**config.mk**
```make
export PLATFORM = sky130hd
export DESIGN_NAME = ddr3_avl_arbiter_flat
export DESIGN_NICKNAME = d
export VERILOG_FILES = /design/src/rtl/ddr3_arb_pkg.sv /design/src/rtl/ddr3_avl_arbiter_if.sv /design/src/rtl/ddr3_arb_burst_cnt.sv /design/src/rtl/ddr3_avl_arbiter.sv /design/src/flat_wrapper.sv
export SDC_FILE = /design/constraint.sdc
export NUM_CORES = 1
export LEC_CHECK = 0
export CAP_MARGIN = 5
export CORE_AREA = 5 5 145 147
export DETAILED_ROUTE_END_ITERATION = 16
export DIE_AREA = 0 0 150 152
export SYNTH_ARGS = -nofsm -noshare
export SYNTH_HDL_FRONTEND = slang
export SYNTH_HIERARCHICAL = 1
export SYNTH_SLANG_ARGS = --single-unit
```
**constraint.sdc**
```tcl
create_clock -name ddr3_clk -period 1.9 [get_ports ddr3_clk]
set_input_delay 0.38 -clock ddr3_clk [delete_from_list [all_inputs] [get_ports ddr3_clk]]
set_output_delay 0.38 -clock ddr3_clk [all_outputs]
set_load 0.005 [all_outputs]
```
**src/rtl/ddr3_arb_pkg.sv**
```systemverilog
// ---------------------------------------------------------------------------
// ddr3_arb_pkg
// Shared definitions for the DDR3 Avalon-MM command-port arbiter:
//   - arb_state_e   : grant state (IDLE / RD / WR)
//   - AVL_SIZE_W    : width of the Avalon burst-size field
//   - STREAK_W      : width of the consecutive-read streak counter
//   - STATS_*       : field layout of the 32-bit stats word
//   - burst_beats() : effective write burst length (size 0 means 1 beat)
// ---------------------------------------------------------------------------
package ddr3_arb_pkg;

  localparam int AVL_SIZE_W    = 3;
  localparam int STREAK_W      = 4;   // holds MAX_RD_STREAK up to 15
  localparam int STATS_W       = 32;
  localparam int STATS_FIELD_W = 16;
  localparam int STATS_RD_LSB  = 16;  // stats[31:16] = read grants
  localparam int STATS_WR_LSB  = 0;   // stats[15:0]  = write bursts

  typedef enum logic [1:0] {
    IDLE = 2'd0,
    RD   = 2'd1,
    WR   = 2'd2
  } arb_state_e;

  // A zero-length write burst still moves one beat.
  function automatic logic [AVL_SIZE_W-1:0] burst_beats(input logic [AVL_SIZE_W-1:0] size);
    return (size == '0) ? AVL_SIZE_W'(1) : size;
  endfunction

endpackage

```
**src/rtl/ddr3_avl_arbiter_if.sv**
```systemverilog
// ---------------------------------------------------------------------------
// ddr3_avl_arbiter_if
// Bundles the read-master, write-master and DDR3 controller handshakes that
// meet at the arbiter.
//   slave  : arbiter view (takes requests and avl_ready, drives readies and
//            the Avalon command)
//   master : environment view (read/write masters plus controller)
// Read master : rd_req, rd_size, rd_addr -> rd_ready
// Write master: wr_req, wr_size, wr_addr, wr_data -> wr_ready
// Controller  : avl_ready -> avl_burstbegin, avl_size, avl_read_req,
//               avl_write_req, avl_addr, avl_wr_data
// ---------------------------------------------------------------------------
interface ddr3_avl_arbiter_if
  import ddr3_arb_pkg::*;
#(
  parameter int ADDR_W = 26,
  parameter int DATA_W = 128
);

  logic                  rd_req;
  logic [AVL_SIZE_W-1:0] rd_size;
  logic [ADDR_W-1:0]     rd_addr;
  logic                  rd_ready;

  logic                  wr_req;
  logic [AVL_SIZE_W-1:0] wr_size;
  logic [ADDR_W-1:0]     wr_addr;
  logic [DATA_W-1:0]     wr_data;
  logic                  wr_ready;

  logic                  avl_ready;
  logic                  avl_burstbegin;
  logic [AVL_SIZE_W-1:0] avl_size;
  logic                  avl_read_req;
  logic                  avl_write_req;
  logic [ADDR_W-1:0]     avl_addr;
  logic [DATA_W-1:0]     avl_wr_data;

  modport slave (
    input  rd_req, rd_size, rd_addr,
    input  wr_req, wr_size, wr_addr, wr_data,
    input  avl_ready,
    output rd_ready, wr_ready,
    output avl_burstbegin, avl_size, avl_read_req, avl_write_req, avl_addr, avl_wr_data
  );

  modport master (
    output rd_req, rd_size, rd_addr,
    output wr_req, wr_size, wr_addr, wr_data,
    output avl_ready,
    input  rd_ready, wr_ready,
    input  avl_burstbegin, avl_size, avl_read_req, avl_write_req, avl_addr, avl_wr_data
  );

endinterface

```
**src/rtl/ddr3_arb_burst_cnt.sv**
```systemverilog
// ---------------------------------------------------------------------------
// ddr3_arb_burst_cnt
// Write beat counter for the arbiter's WR grant.
//   ddr3_clk, ddr3_reset_n : clock, asynchronous active-low reset
//   beat_accept            : a write beat is accepted this cycle
//   beats                  : burst length latched at grant (1..7)
//   first                  : no beat of the current burst accepted yet
//   last                   : the next accepted beat completes the burst
// The counter wraps to zero on the final beat, so it is already clear when
// the next write burst is granted.
// ---------------------------------------------------------------------------
module ddr3_arb_burst_cnt
  import ddr3_arb_pkg::*;
(
  input  logic                  ddr3_clk,
  input  logic                  ddr3_reset_n,
  input  logic                  beat_accept,
  input  logic [AVL_SIZE_W-1:0] beats,
  output logic                  first,
  output logic                  last
);

  logic [AVL_SIZE_W-1:0] cnt;

  always_ff @(posedge ddr3_clk or negedge ddr3_reset_n) begin
    if (!ddr3_reset_n) begin
      cnt <= '0;
    end else if (beat_accept) begin
      cnt <= last ? '0 : cnt + AVL_SIZE_W'(1);
    end
  end

  assign first = (cnt == '0);
  assign last  = (cnt == beats - AVL_SIZE_W'(1));

endmodule

```
**src/rtl/ddr3_avl_arbiter.sv**
```systemverilog
// ---------------------------------------------------------------------------
// ddr3_avl_arbiter
// Registered, burst-locked arbiter sharing the single DDR3 Avalon-MM command
// port between the frame read master and the write master (ddr3_clk domain).
//   - Grant is registered (IDLE -> RD/WR); outputs are a combinational mux
//     of the current state, so reset drives every output to 0 at once.
//   - Write bursts are never split; reads are blocked during WR.
//   - A saturating read streak counter forces a write grant after
//     MAX_RD_STREAK consecutive reads taken while a write was waiting.
// Ports:
//   ddr3_clk, ddr3_reset_n : clock, asynchronous active-low reset
//   bus                    : ddr3_avl_arbiter_if.slave (masters + controller)
//   stats                  : {rd_grants[15:0], wr_grants[15:0]}
// Configuration macro: DDR3_ARB_STATS_EN enables the grant counters;
// without it stats is tied to 0.
// ---------------------------------------------------------------------------
module ddr3_avl_arbiter
  import ddr3_arb_pkg::*;
#(
  parameter int ADDR_W        = 26,
  parameter int DATA_W        = 128,
  parameter int MAX_RD_STREAK = 4     // 1..15
) (
  input  logic               ddr3_clk,
  input  logic               ddr3_reset_n,
  ddr3_avl_arbiter_if.slave  bus,
  output logic [STATS_W-1:0] stats
);

  localparam logic [STREAK_W-1:0] STREAK_MAX = STREAK_W'(MAX_RD_STREAK);

  arb_state_e            state;
  arb_state_e            state_nxt;
  logic [STREAK_W-1:0]   streak;
  logic [STREAK_W-1:0]   streak_nxt;
  logic [AVL_SIZE_W-1:0] wr_beats;
  logic [ADDR_W-1:0]     wr_addr_q;
  logic [DATA_W-1:0]     wr_data_out;

  logic wr_grant;
  logic rd_accept;
  logic wr_accept;
  logic wr_first;
  logic wr_last;
  logic wr_done;

  assign rd_accept = (state == RD) && bus.avl_ready;
  assign wr_accept = (state == WR) && bus.avl_ready && bus.wr_req;
  assign wr_done   = wr_accept && wr_last;

  ddr3_arb_burst_cnt u_burst_cnt (
    .ddr3_clk     (ddr3_clk),
    .ddr3_reset_n (ddr3_reset_n),
    .beat_accept  (wr_accept),
    .beats        (wr_beats),
    .first        (wr_first),
    .last         (wr_last)
  );

  // NOTE: sequential state uses non-blocking assignments so every flop
  // samples the pre-edge values of the others, independent of block order.
  always_ff @(posedge ddr3_clk or negedge ddr3_reset_n) begin
    if (!ddr3_reset_n) begin
      state     <= IDLE;
      streak    <= '0;
      wr_beats  <= '0;
      wr_addr_q <= '0;
    end else begin
      state  <= state_nxt;
      streak <= streak_nxt;
      // Burst length and address are captured on the grant edge; the write
      // master may move on to its next burst fields once beat 1 is taken.
      if (wr_grant) begin
        wr_beats  <= burst_beats(bus.wr_size);
        wr_addr_q <= bus.wr_addr;
      end
    end
  end

  // NOTE: every signal written here gets a default first, so no path can
  // leave one unassigned and infer a latch.
  always_comb begin
    state_nxt          = state;
    streak_nxt         = streak;
    wr_grant           = 1'b0;
    bus.rd_ready       = 1'b0;
    bus.wr_ready       = 1'b0;
    bus.avl_burstbegin = 1'b0;
    bus.avl_size       = '0;
    bus.avl_read_req   = 1'b0;
    bus.avl_write_req  = 1'b0;
    bus.avl_addr       = '0;
    wr_data_out        = '0;

    unique case (state)
      IDLE: begin
        // Reads win a tie until the streak limit is reached.
        if (bus.rd_req && (!bus.wr_req || streak != STREAK_MAX)) begin
          state_nxt = RD;
        end else if (bus.wr_req) begin
          state_nxt = WR;
          wr_grant  = 1'b1;
        end
      end

      RD: begin
        bus.avl_read_req   = 1'b1;
        bus.avl_burstbegin = 1'b1;
        bus.avl_size       = bus.rd_size;
        bus.avl_addr       = bus.rd_addr;
        bus.rd_ready       = bus.avl_ready;
        if (rd_accept) begin
          state_nxt = IDLE;
          // Only reads taken while a write waits count toward the limit.
          if (bus.wr_req) begin
            streak_nxt = (streak == STREAK_MAX) ? streak : streak + STREAK_W'(1);
          end else begin
            streak_nxt = '0;
          end
        end
      end

      WR: begin
        // wr_req low mid-burst is a bubble: no beat, grant held.
        bus.avl_write_req  = bus.wr_req;
        bus.avl_burstbegin = wr_first;
        bus.avl_size       = wr_beats;
        bus.avl_addr       = wr_addr_q;
        wr_data_out        = bus.wr_data;
        bus.wr_ready       = bus.avl_ready && bus.wr_req;
        if (wr_done) begin
          state_nxt  = IDLE;
          streak_nxt = '0;
        end
      end

      default: state_nxt = IDLE;
    endcase
  end

  assign bus.avl_wr_data = wr_data_out;

`ifdef DDR3_ARB_STATS_EN
  logic [STATS_FIELD_W-1:0] rd_grants;
  logic [STATS_FIELD_W-1:0] wr_grants;

  // Free-running wrapping counters: reads count on acceptance, writes on
  // completion of the final beat.
  always_ff @(posedge ddr3_clk or negedge ddr3_reset_n) begin
    if (!ddr3_reset_n) begin
      rd_grants <= '0;
      wr_grants <= '0;
    end else begin
      if (rd_accept) rd_grants <= rd_grants + STATS_FIELD_W'(1);
      if (wr_done)   wr_grants <= wr_grants + STATS_FIELD_W'(1);
    end
  end

  always_comb begin
    stats = '0;
    stats[STATS_RD_LSB +: STATS_FIELD_W] = rd_grants;
    stats[STATS_WR_LSB +: STATS_FIELD_W] = wr_grants;
  end
`else
  assign stats = '0;
`endif

endmodule
```
**src/flat_wrapper.sv**
```systemverilog
// flat-port wrapper written by rule: the top's interface ports become plain ports
module ddr3_avl_arbiter_flat import ddr3_arb_pkg::*;
#(
  parameter int ADDR_W        = 26,
  parameter int DATA_W        = 128,
  parameter int MAX_RD_STREAK = 4             
)
  (ddr3_clk, ddr3_reset_n, stats, bus_rd_req, bus_rd_size, bus_rd_addr, bus_wr_req, bus_wr_size, bus_wr_addr, bus_wr_data, bus_avl_ready, bus_rd_ready, bus_wr_ready, bus_avl_burstbegin, bus_avl_size, bus_avl_read_req, bus_avl_write_req, bus_avl_addr, bus_avl_wr_data);
  ddr3_avl_arbiter_if #(.ADDR_W(ADDR_W), .DATA_W(DATA_W)) bus_i ();
  input  logic ddr3_clk;
  input  logic ddr3_reset_n;
  output logic [STATS_W-1:0] stats;
  input wire logic [$bits(bus_i.rd_req)-1:0] bus_rd_req;
  input wire logic [$bits(bus_i.rd_size)-1:0] bus_rd_size;
  input wire logic [$bits(bus_i.rd_addr)-1:0] bus_rd_addr;
  input wire logic [$bits(bus_i.wr_req)-1:0] bus_wr_req;
  input wire logic [$bits(bus_i.wr_size)-1:0] bus_wr_size;
  input wire logic [$bits(bus_i.wr_addr)-1:0] bus_wr_addr;
  input wire logic [$bits(bus_i.wr_data)-1:0] bus_wr_data;
  input wire logic [$bits(bus_i.avl_ready)-1:0] bus_avl_ready;
  output wire logic [$bits(bus_i.rd_ready)-1:0] bus_rd_ready;
  output wire logic [$bits(bus_i.wr_ready)-1:0] bus_wr_ready;
  output wire logic [$bits(bus_i.avl_burstbegin)-1:0] bus_avl_burstbegin;
  output wire logic [$bits(bus_i.avl_size)-1:0] bus_avl_size;
  output wire logic [$bits(bus_i.avl_read_req)-1:0] bus_avl_read_req;
  output wire logic [$bits(bus_i.avl_write_req)-1:0] bus_avl_write_req;
  output wire logic [$bits(bus_i.avl_addr)-1:0] bus_avl_addr;
  output wire logic [$bits(bus_i.avl_wr_data)-1:0] bus_avl_wr_data;
  assign bus_i.rd_req = bus_rd_req;
  assign bus_i.rd_size = bus_rd_size;
  assign bus_i.rd_addr = bus_rd_addr;
  assign bus_i.wr_req = bus_wr_req;
  assign bus_i.wr_size = bus_wr_size;
  assign bus_i.wr_addr = bus_wr_addr;
  assign bus_i.wr_data = bus_wr_data;
  assign bus_i.avl_ready = bus_avl_ready;
  assign bus_rd_ready = bus_i.rd_ready;
  assign bus_wr_ready = bus_i.wr_ready;
  assign bus_avl_burstbegin = bus_i.avl_burstbegin;
  assign bus_avl_size = bus_i.avl_size;
  assign bus_avl_read_req = bus_i.avl_read_req;
  assign bus_avl_write_req = bus_i.avl_write_req;
  assign bus_avl_addr = bus_i.avl_addr;
  assign bus_avl_wr_data = bus_i.avl_wr_data;
  ddr3_avl_arbiter #(.ADDR_W(ADDR_W), .DATA_W(DATA_W), .MAX_RD_STREAK(MAX_RD_STREAK)) u_core (.ddr3_clk(ddr3_clk), .ddr3_reset_n(ddr3_reset_n), .bus(bus_i), .stats(stats));
endmodule
```
==> impl_metrics.prom, run 1 <==
# TYPE chip_impl_metric gauge
chip_impl_metric{name="avgViaCountPerCell",unit=""} 4.03
chip_impl_info{name="failing_checks",value="negative setup slack"} 1
chip_impl_metric{name="final.fill_count",unit=""} 1931
chip_impl_metric{name="clk_path_buf_depth",unit=""} 2
chip_impl_metric{name="post-route-worst-setup-slack",unit="ns"} -0.337
chip_impl_metric{name="drive_gt1_frac",unit=""} 0.570
chip_impl_info{name="layout.cells.most_common",value="clkdlybuf4s50_1"} 1
chip_impl_metric{name="antenna_found_initial",unit=""} 9
chip_impl_info{name="setup.worst_path.class",value="reg2out"} 1
chip_impl_metric{name="first_global_vias",unit=""} 4451
chip_impl_metric{name="grt_max_degree",unit=""} 34
chip_impl_metric{name="cts_max_level",unit=""} 2
chip_impl_metric{name="timing_hold_violations_final",unit=""} 0
chip_impl_info{name="postSynth.topFlopCell",value="dfrtp_1"} 1
chip_impl_metric{name="io_buffers",unit=""} 352
chip_impl_metric{name="critPathArrivalTime",unit="ns"} 1.86
chip_impl_metric{name="gp_congestion",unit=""} 0.806
chip_impl_metric{name="timing.final.max_slew_violations",unit=""} 0
chip_impl_metric{name="timing.critical_path.required",unit="ns"} 1.52
chip_impl_metric{name="synth_edf_count",unit=""} 0
chip_impl_metric{name="final_net_count",unit=""} 1010
chip_impl_metric{name="ys_async_sr_fraction",unit=""} 1.00
chip_impl_metric{name="ys_types",unit=""} 41
chip_impl_metric{name="global_route_wire_length_before_repair",unit="um"} 29700
chip_impl_metric{name="achievable-frequency",unit="MHz"} 447
chip_impl_metric{name="first_iter_violations",unit=""} 87
chip_impl_metric{name="via_count",unit=""} 4365
chip_impl_metric{name="die-area",unit="mm2"} 0.0228
chip_impl_metric{name="post_cts_hold_buffer_count",unit=""} 0
chip_impl_info{name="outcome",value="complete, but fails checks"} 1
chip_impl_metric{name="globalRoute.totalOverflow",unit=""} 0
chip_impl_metric{name="power_density",unit="mW/mm2"} 1150
chip_impl_metric{name="max_cap_viol_count",unit=""} 0
chip_impl_metric{name="rows",unit=""} 52
chip_impl_metric{name="die_width",unit="um"} 150
chip_impl_metric{name="final-setup-viol-count",unit=""} 162
chip_impl_metric{name="mappedNetlistArea",unit="mm2"} 0.00335
chip_impl_info{name="layout.cells.most_common_list",value="189 x clkdlybuf4s50_1, 102 x and2_4, 101 x buf_6, 51 x clkbuf_2, 38 x dfrtp_1"} 1
chip_impl_metric{name="die-height",unit="um"} 152
chip_impl_metric{name="p_leak",unit="uW"} 0.00399
chip_impl_info{name="tritoncts",value="built"} 1
chip_impl_info{name="clock-root-buffer",value="clkbuf_16"} 1
chip_impl_metric{name="synth_warnings",unit=""} 6
chip_impl_metric{name="synthesis_to_layout_area_growth",unit="%"} 161
chip_impl_metric{name="finalClockSkew",unit="ns"} 0.00498
chip_impl_metric{name="firstDrtPassIters",unit=""} 4
chip_impl_metric{name="cts.sinks",unit=""} 38
chip_impl_metric{name="tritoncts.num_buffers",unit=""} 5
chip_impl_metric{name="max-vdd-ir-drop",unit="uV"} 896
chip_impl_metric{name="multi_input_area",unit="mm2"} 0.00269
chip_impl_metric{name="detailedPlace.worstSlack",unit="ns"} -0.282
chip_impl_metric{name="register_area",unit="um2"} 951
chip_impl_metric{name="ys_seq_area_frac",unit=""} 0.284
chip_impl_metric{name="detail_route.wl_per_cell",unit="um"} 20.5
chip_impl_metric{name="latest_clock_arrival_within_the_worst_skew_pair",unit="ns"} 0.29
chip_impl_metric{name="drt.antenna.violating_nets",unit=""} 0
chip_impl_info{name="startpoint_type",value="flip-flop"} 1
chip_impl_metric{name="grt_usage",unit=""} 0.175
chip_impl_metric{name="finalCriticalPeriod",unit="ns"} 2.24
chip_impl_metric{name="timing.critical_path.fanout_max",unit=""} 6
chip_impl_metric{name="remaining_drc_errors",unit=""} 0
chip_impl_metric{name="placeableCoreArea",unit="mm2"} 0.0198
chip_impl_metric{name="clock_slew_seen_by_the_registers_of_the_worst_setup_and_hold_paths",unit="ns"} 0.06
chip_impl_metric{name="floorplan.initialDensity",unit=""} 0.169
chip_impl_metric{name="finalWirelength",unit="um"} 22200
chip_impl_metric{name="mean_instance_size_in_the_synthesized_netlist",unit="um2"} 8.72
chip_impl_metric{name="period_share",unit=""} 1.18
chip_impl_metric{name="total_power",unit="uW"} 10000
chip_impl_metric{name="count_of_state_elements_after_synthesis",unit=""} 38
chip_impl_info{name="rsz0062_at_grt",value="true"} 1
chip_impl_metric{name="setup-tns-final",unit="ns"} -29.60
chip_impl_metric{name="postSynthCellCount",unit=""} 384
chip_impl_info{name="setup.worst_path.end_class",value="primary output"} 1
chip_impl_info{name="min-delay-path-class",value="in2async"} 1
chip_impl_metric{name="pin_count",unit=""} 385
chip_impl_metric{name="dp_hpwl",unit="um"} 16600
sequential cells by signal (all words and copies together) (netlist names):
signal                  count
u_core/streak               4
u_core/u_burst_cnt/cnt      3
u_core/state                2
u_core/wr_addr_q           26
u_core/wr_beats             3
worst max-delay path, stage by stage (launching register included):
cell and delay (ns):
dfrtp_1 0.40, buf_6 0.13, ha_4 0.18, buf_12 0.13, buf_12 0.13, buf_8 0.13, buf_6 0.11, a22oi_2 0.16
nor2b_1 0.06, buf_2 0.14
per-stage QoR:
stage               area, um2  hold WS (ns)  utilization  instances
global route             8750        0.0592        0.443       1083
detailed placement       7350         0.354        0.372       1008
global placement         7350         0.359        0.372       1008
CTS                      8160        0.0496        0.413       1059
floorplan                3500        0.0844            -        415
finish                   8760        0.0319        0.443       1084
logic make-up (layout without fill, tap and decap cells):
logic type | count (synthesis) | after routing | share of synthesized area
simple gates | 187 | 187 | 0.349
buf+inv | 72 | 469 | 0.121
compound gates | 44 | 44 | 0.0986
flops | 38 | 38 | 0.284
mux | 31 | 31 | 0.103
fa+ha+maj | 8 | 8 | 0.0299
xor+xnor | 3 | 3 | 0.0127
other cells | 1 | 34 | 0.00112
area by class of cell:
cell class	instances	area share
clock inverters	3	0.00514
diodes	2	0.000572
repair buffers	449	0.519
multi-input cells	305	0.307
well taps	270	0.0386
inverters	12	0.00657
clock buffers	5	0.0143
flip-flops and latches	38	0.109
synth_stat cells (2+ instances only):
cell type	number	share of area
and2_1	129	0.24
dfrtp_1	38	0.28
buf_4	35	0.078
nor2b_1	30	0.056
a22oi_1	29	0.065
mux2_2	28	0.094
clkbuf_1	22	0.025
inv_1	12	0.013
ha_1	8	0.030
nor2_1	7	0.0078
a21oi_1	5	0.0075
nand2_1	4	0.0045
and3_2	3	0.0067
buf_2	2	0.0030
mux2i_1	2	0.0060
nor3_1	2	0.0030
nor3b_1	2	0.0045
o21ai_0	2	0.0030
xnor2_1	2	0.0052
metal layers:
metal / GRT usage / vias to the layer above / routed length, um
met5: 0 / - / 44
met4: 0.0514 / 6 / 679
met3: 0.0548 / 35 / 1940
met2: 0.322 / 235 / 11500
met1: 0.190 / 2033 / 8100
li1: - / 2056 / -
worst paths after layout:
kind                                         to  cells after the start  slack (ns)           startpoint
max reg2reg                    u_core/streak[0]                     11       -0.16      u_core/state[1]
min in group ddr3_clk       u_core/wr_addr_q[7]                      1        0.53  u_core/wr_addr_q[7]
min reg2reg                 u_core/wr_addr_q[7]                      1        0.53  u_core/wr_addr_q[7]
min                        u_core/wr_addr_q[18]                      1        0.03         ddr3_reset_n
max in group asynchronous   u_core/wr_addr_q[0]                      2        1.39         ddr3_reset_n
max                             bus_avl_addr[7]                      9       -0.34      u_core/state[1]
report_power, final:
group / switching [uW] / internal (uW)
Clock: 359 / 619
Combinational: 2840 / 4690
Sequential: 320 / 1210
what timing repair did:
| action | 4_1_cts | 5_1_grt |
|---|---|---|
| pin swaps | 3 | 18 |
| setup buffers | 30 | 28 |
| gates resized for setup | 492 | 389 |
| endpoints found under the setup margin | 164 | 171 |
| cloned | 13 | 5 |
No activity file was read; power rests on OpenSTA's default activity.
==> run 2, diff against run 1 <==
--- a/config.mk
+++ b/config.mk
@@ -6,9 +6,9 @@
 export NUM_CORES = 1
 export LEC_CHECK = 0
 export CAP_MARGIN = 5
-export CORE_AREA = 5 5 145 147
+export CORE_AREA = 2 2 150 152
 export DETAILED_ROUTE_END_ITERATION = 16
-export DIE_AREA = 0 0 150 152
+export DIE_AREA = 0 0 152 154
 export SYNTH_ARGS = -nofsm -noshare
 export SYNTH_HDL_FRONTEND = slang
 export SYNTH_HIERARCHICAL = 1
==> constraint.sdc (replaced) <==
create_clock -name ddr3_clk -period 2.6 [get_ports ddr3_clk]
set_input_delay 0.52 -clock ddr3_clk [delete_from_list [all_inputs] [get_ports ddr3_clk]]
set_output_delay 0.52 -clock ddr3_clk [all_outputs]
set_load 0.005 [all_outputs]
==> run 2 against run 1 <==
The run now ends clean; combinational power shrank 54%; critical path depth is 3 lower; register-to-register slack improved by 0.57 ns; total power shrank 49%; largest cell class unchanged; largest power group unchanged; highest routed layer is now met4.
==> impl_metrics.prom, run 2 (same netlist as run 1, synthesis figures left out) <==
# TYPE chip_impl_metric gauge
chip_impl_metric{name="cpPeakStageDelay",unit="ns"} 0.52
chip_impl_metric{name="firstDrtPassIters",unit=""} 4
chip_impl_metric{name="detail_route.wl_per_cell",unit="um"} 20.2
chip_impl_metric{name="remaining_drc_errors",unit=""} 0
chip_impl_metric{name="cts.sinks",unit=""} 38
chip_impl_metric{name="place_area",unit="mm2"} 0.00715
chip_impl_metric{name="max-vdd-ir-drop",unit="uV"} 409
chip_impl_info{name="critical_path.cell_chain",value="inv_2 > ha_4 > buf_12 > a22oi_1 > nor2b_1 > clkdlybuf4s50_1"} 1
chip_impl_metric{name="timing.critical_path.required",unit="ns"} 2.08
chip_impl_metric{name="synthesis_to_layout_area_growth",unit="%"} 120
chip_impl_metric{name="clk_path_buf_depth",unit=""} 2
chip_impl_metric{name="worst_slew_margin_rel",unit=""} 0.389
chip_impl_info{name="layout.cells.most_common",value="clkdlybuf4s50_1"} 1
chip_impl_metric{name="reg2regPathDepth",unit=""} 8
chip_impl_metric{name="die-height",unit="um"} 154
chip_impl_metric{name="placed_cells_incl_taps",unit=""} 998
chip_impl_metric{name="drive_gt1_frac",unit=""} 0.0853
chip_impl_info{name="timing.rr.end",value="u_core/streak[2]"} 1
chip_impl_metric{name="largest_reg_flops",unit=""} 26
chip_impl_metric{name="latest_clock_arrival_within_the_worst_skew_pair",unit="ns"} 0.28
chip_impl_metric{name="tritoncts.num_buffers",unit=""} 5
chip_impl_info{name="leading_registers_by_flop_count",value="u_core/wr_addr_q x26, u_core/streak x4"} 1
chip_impl_metric{name="die_width",unit="um"} 152
chip_impl_metric{name="period_share",unit=""} 0.964
chip_impl_metric{name="grt_max_degree",unit=""} 40
chip_impl_metric{name="cts_max_level",unit=""} 2
chip_impl_info{name="regToRegStartpoint",value="u_core/wr_beats[0]"} 1
chip_impl_info{name="rsz0062_at_grt",value="false"} 1
chip_impl_metric{name="dp_hpwl",unit="um"} 17900
chip_impl_info{name="outcome",value="complete, no violations"} 1
chip_impl_metric{name="final_net_count",unit=""} 925
chip_impl_metric{name="achievable-frequency",unit="MHz"} 399
chip_impl_info{name="startpoint_type",value="flip-flop"} 1
chip_impl_metric{name="die-area",unit="mm2"} 0.0234
chip_impl_metric{name="tightest_slew",unit="ns"} 0.916
chip_impl_info{name="setup.worst_path.class",value="reg2out"} 1
chip_impl_metric{name="finalClockSkew",unit="ns"} 0.00403
chip_impl_metric{name="pin_count",unit=""} 385
chip_impl_info{name="path_delay_family",value="buffers and inverters"} 1
chip_impl_metric{name="globalRoute.totalOverflow",unit=""} 0
chip_impl_metric{name="via_count",unit=""} 3926
chip_impl_metric{name="max_cap_viol_count",unit=""} 0
chip_impl_info{name="critPathSlowestCell",value="clkdlybuf4s50_1"} 1
chip_impl_info{name="tritoncts",value="built"} 1
chip_impl_metric{name="timing_hold_violations_final",unit=""} 0
chip_impl_metric{name="timing.critical_path.fanout_max",unit=""} 39
chip_impl_metric{name="rows",unit=""} 54
chip_impl_metric{name="io_buffers",unit=""} 352
chip_impl_metric{name="p_leak",unit="uW"} 0.00296
chip_impl_metric{name="gp_congestion",unit=""} 0.813
chip_impl_info{name="clock-root-buffer",value="clkbuf_16"} 1
chip_impl_metric{name="final-setup-viol-count",unit=""} 0
chip_impl_info{name="largest_register",value="u_core/wr_addr_q"} 1
chip_impl_metric{name="final.fill_count",unit=""} 2275
chip_impl_metric{name="postLayoutCellArea",unit="mm2"} 0.00737
chip_impl_metric{name="critPathArrivalTime",unit="ns"} 1.99
chip_impl_metric{name="critPathBufInv",unit=""} 3
chip_impl_info{name="setup.worst_path.end_class",value="primary output"} 1
chip_impl_metric{name="timing.final.max_slew_violations",unit=""} 0
chip_impl_metric{name="first_global_vias",unit=""} 4026
chip_impl_metric{name="finalWirelength",unit="um"} 20400
chip_impl_metric{name="floorplan.initialDensity",unit=""} 0.154
chip_impl_metric{name="layoutNonFillerInstCount",unit=""} 1010
chip_impl_metric{name="clock_slew_seen_by_the_registers_of_the_worst_setup_and_hold_paths",unit="ns"} 0.06
chip_impl_info{name="layout.cells.most_common_list",value="345 x clkdlybuf4s50_1, 128 x and2_1, 38 x dfrtp_1, 32 x conb_1"} 1
chip_impl_metric{name="first_iter_violations",unit=""} 157
chip_impl_info{name="min-delay-path-class",value="in2async"} 1
chip_impl_metric{name="global_route_wire_length_before_repair",unit="um"} 28200
chip_impl_metric{name="drt.antenna.violating_nets",unit=""} 0
chip_impl_metric{name="power_density",unit="mW/mm2"} 698
chip_impl_metric{name="reg_to_reg_setup_timing_slack",unit="ns"} 0.41
chip_impl_metric{name="setup-tns-final",unit="ns"} 0
chip_impl_metric{name="grt_usage",unit=""} 0.164
chip_impl_metric{name="finalCriticalPeriod",unit="ns"} 2.51
chip_impl_metric{name="antenna_found_initial",unit=""} 14
chip_impl_metric{name="avgViaCountPerCell",unit=""} 3.89
chip_impl_metric{name="placeableCoreArea",unit="mm2"} 0.0217
chip_impl_metric{name="post_cts_hold_buffer_count",unit=""} 0
## run 2: metal layers
| layer | up-vias | part of all wire | global-route usage |
|---|---|---|---|
| met5 | - | 0 | 0 |
| met4 | 0 | 0.017 | 0.0343 |
| met3 | 23 | 0.067 | 0.0369 |
| met2 | 223 | 0.51 | 0.298 |
| met1 | 1802 | 0.41 | 0.199 |
| li1 | 1878 | - | - |
## run 2: area by class of cell
| type | instances | area (um2) | share of cell area |
|---|---|---|---|
| Multi-Input combinational cell | 305 | 2140 | 0.290 |
| Inverter | 12 | 45.0 | 0.00612 |
| Sequential cell | 38 | 951 | 0.129 |
| Clock buffer | 7 | 143 | 0.0194 |
| Tap cell | 280 | 350 | 0.0476 |
| Clock inverter | 1 | 5.00 | 0.000679 |
| Timing Repair Buffer | 364 | 3730 | 0.506 |
| Antenna cell | 3 | 7.51 | 0.00102 |
## run 2: report_power, final
group          total [uW]  switching [uW]  internal [uW]  leakage, uW
Sequential           1080             199            881     0.000455
Clock                 625             245            381    0.0000739
Combinational        3430            1340           2090      0.00243
## run 2: worst max path at each step
stage                            start                 end  slack, ns  depth (start not counted)
global route           u_core/state[1]     bus_avl_addr[1]     0.0003                          5
finish                 u_core/state[0]     bus_avl_size[1]       0.09                          6
global placement        bus_wr_data[3]  bus_avl_wr_data[3]       0.21                          3
detailed placement      bus_wr_data[3]  bus_avl_wr_data[3]       0.21                          3
floorplan           u_core/wr_beats[0]    u_core/streak[2]       0.58                          8
CTS                    u_core/state[1]     bus_avl_addr[6]       0.04                          6
## run 2: worst reg2reg max path, cell delays in order (launching register included)
cell and delay, ns:
dfrtp_1 0.42, inv_1 0.07, ha_1 0.14, xor3_2 0.46, nor3_1 0.20, and4_1 0.25, a31o_4 0.13, nand2_4 0.07
a221o_1 0.34
## run 2: stage by stage
| step | hold slack [ns] | utilization | worst slack [ns] | total power, uW |
|---|---|---|---|---|
| after floorplan | 0.224 | - | 0.576 | 2660 |
| after global placement | 0.494 | 0.330 | 0.210 | 4480 |
| after detailed placement | 0.498 | 0.330 | 0.209 | 4510 |
| after CTS | 0.396 | 0.338 | 0.0435 | 5220 |
| after global routing | 0.446 | 0.340 | 0.000344 | 5520 |
| final | 0.369 | 0.340 | 0.0942 | 5140 |
## run 2: what timing repair did
item,in CTS,in global routing
pin swaps,1,0
cloned,1,0
setup buffers,0,0
gates resized for setup,1,10
setup endpoints to repair,35,9
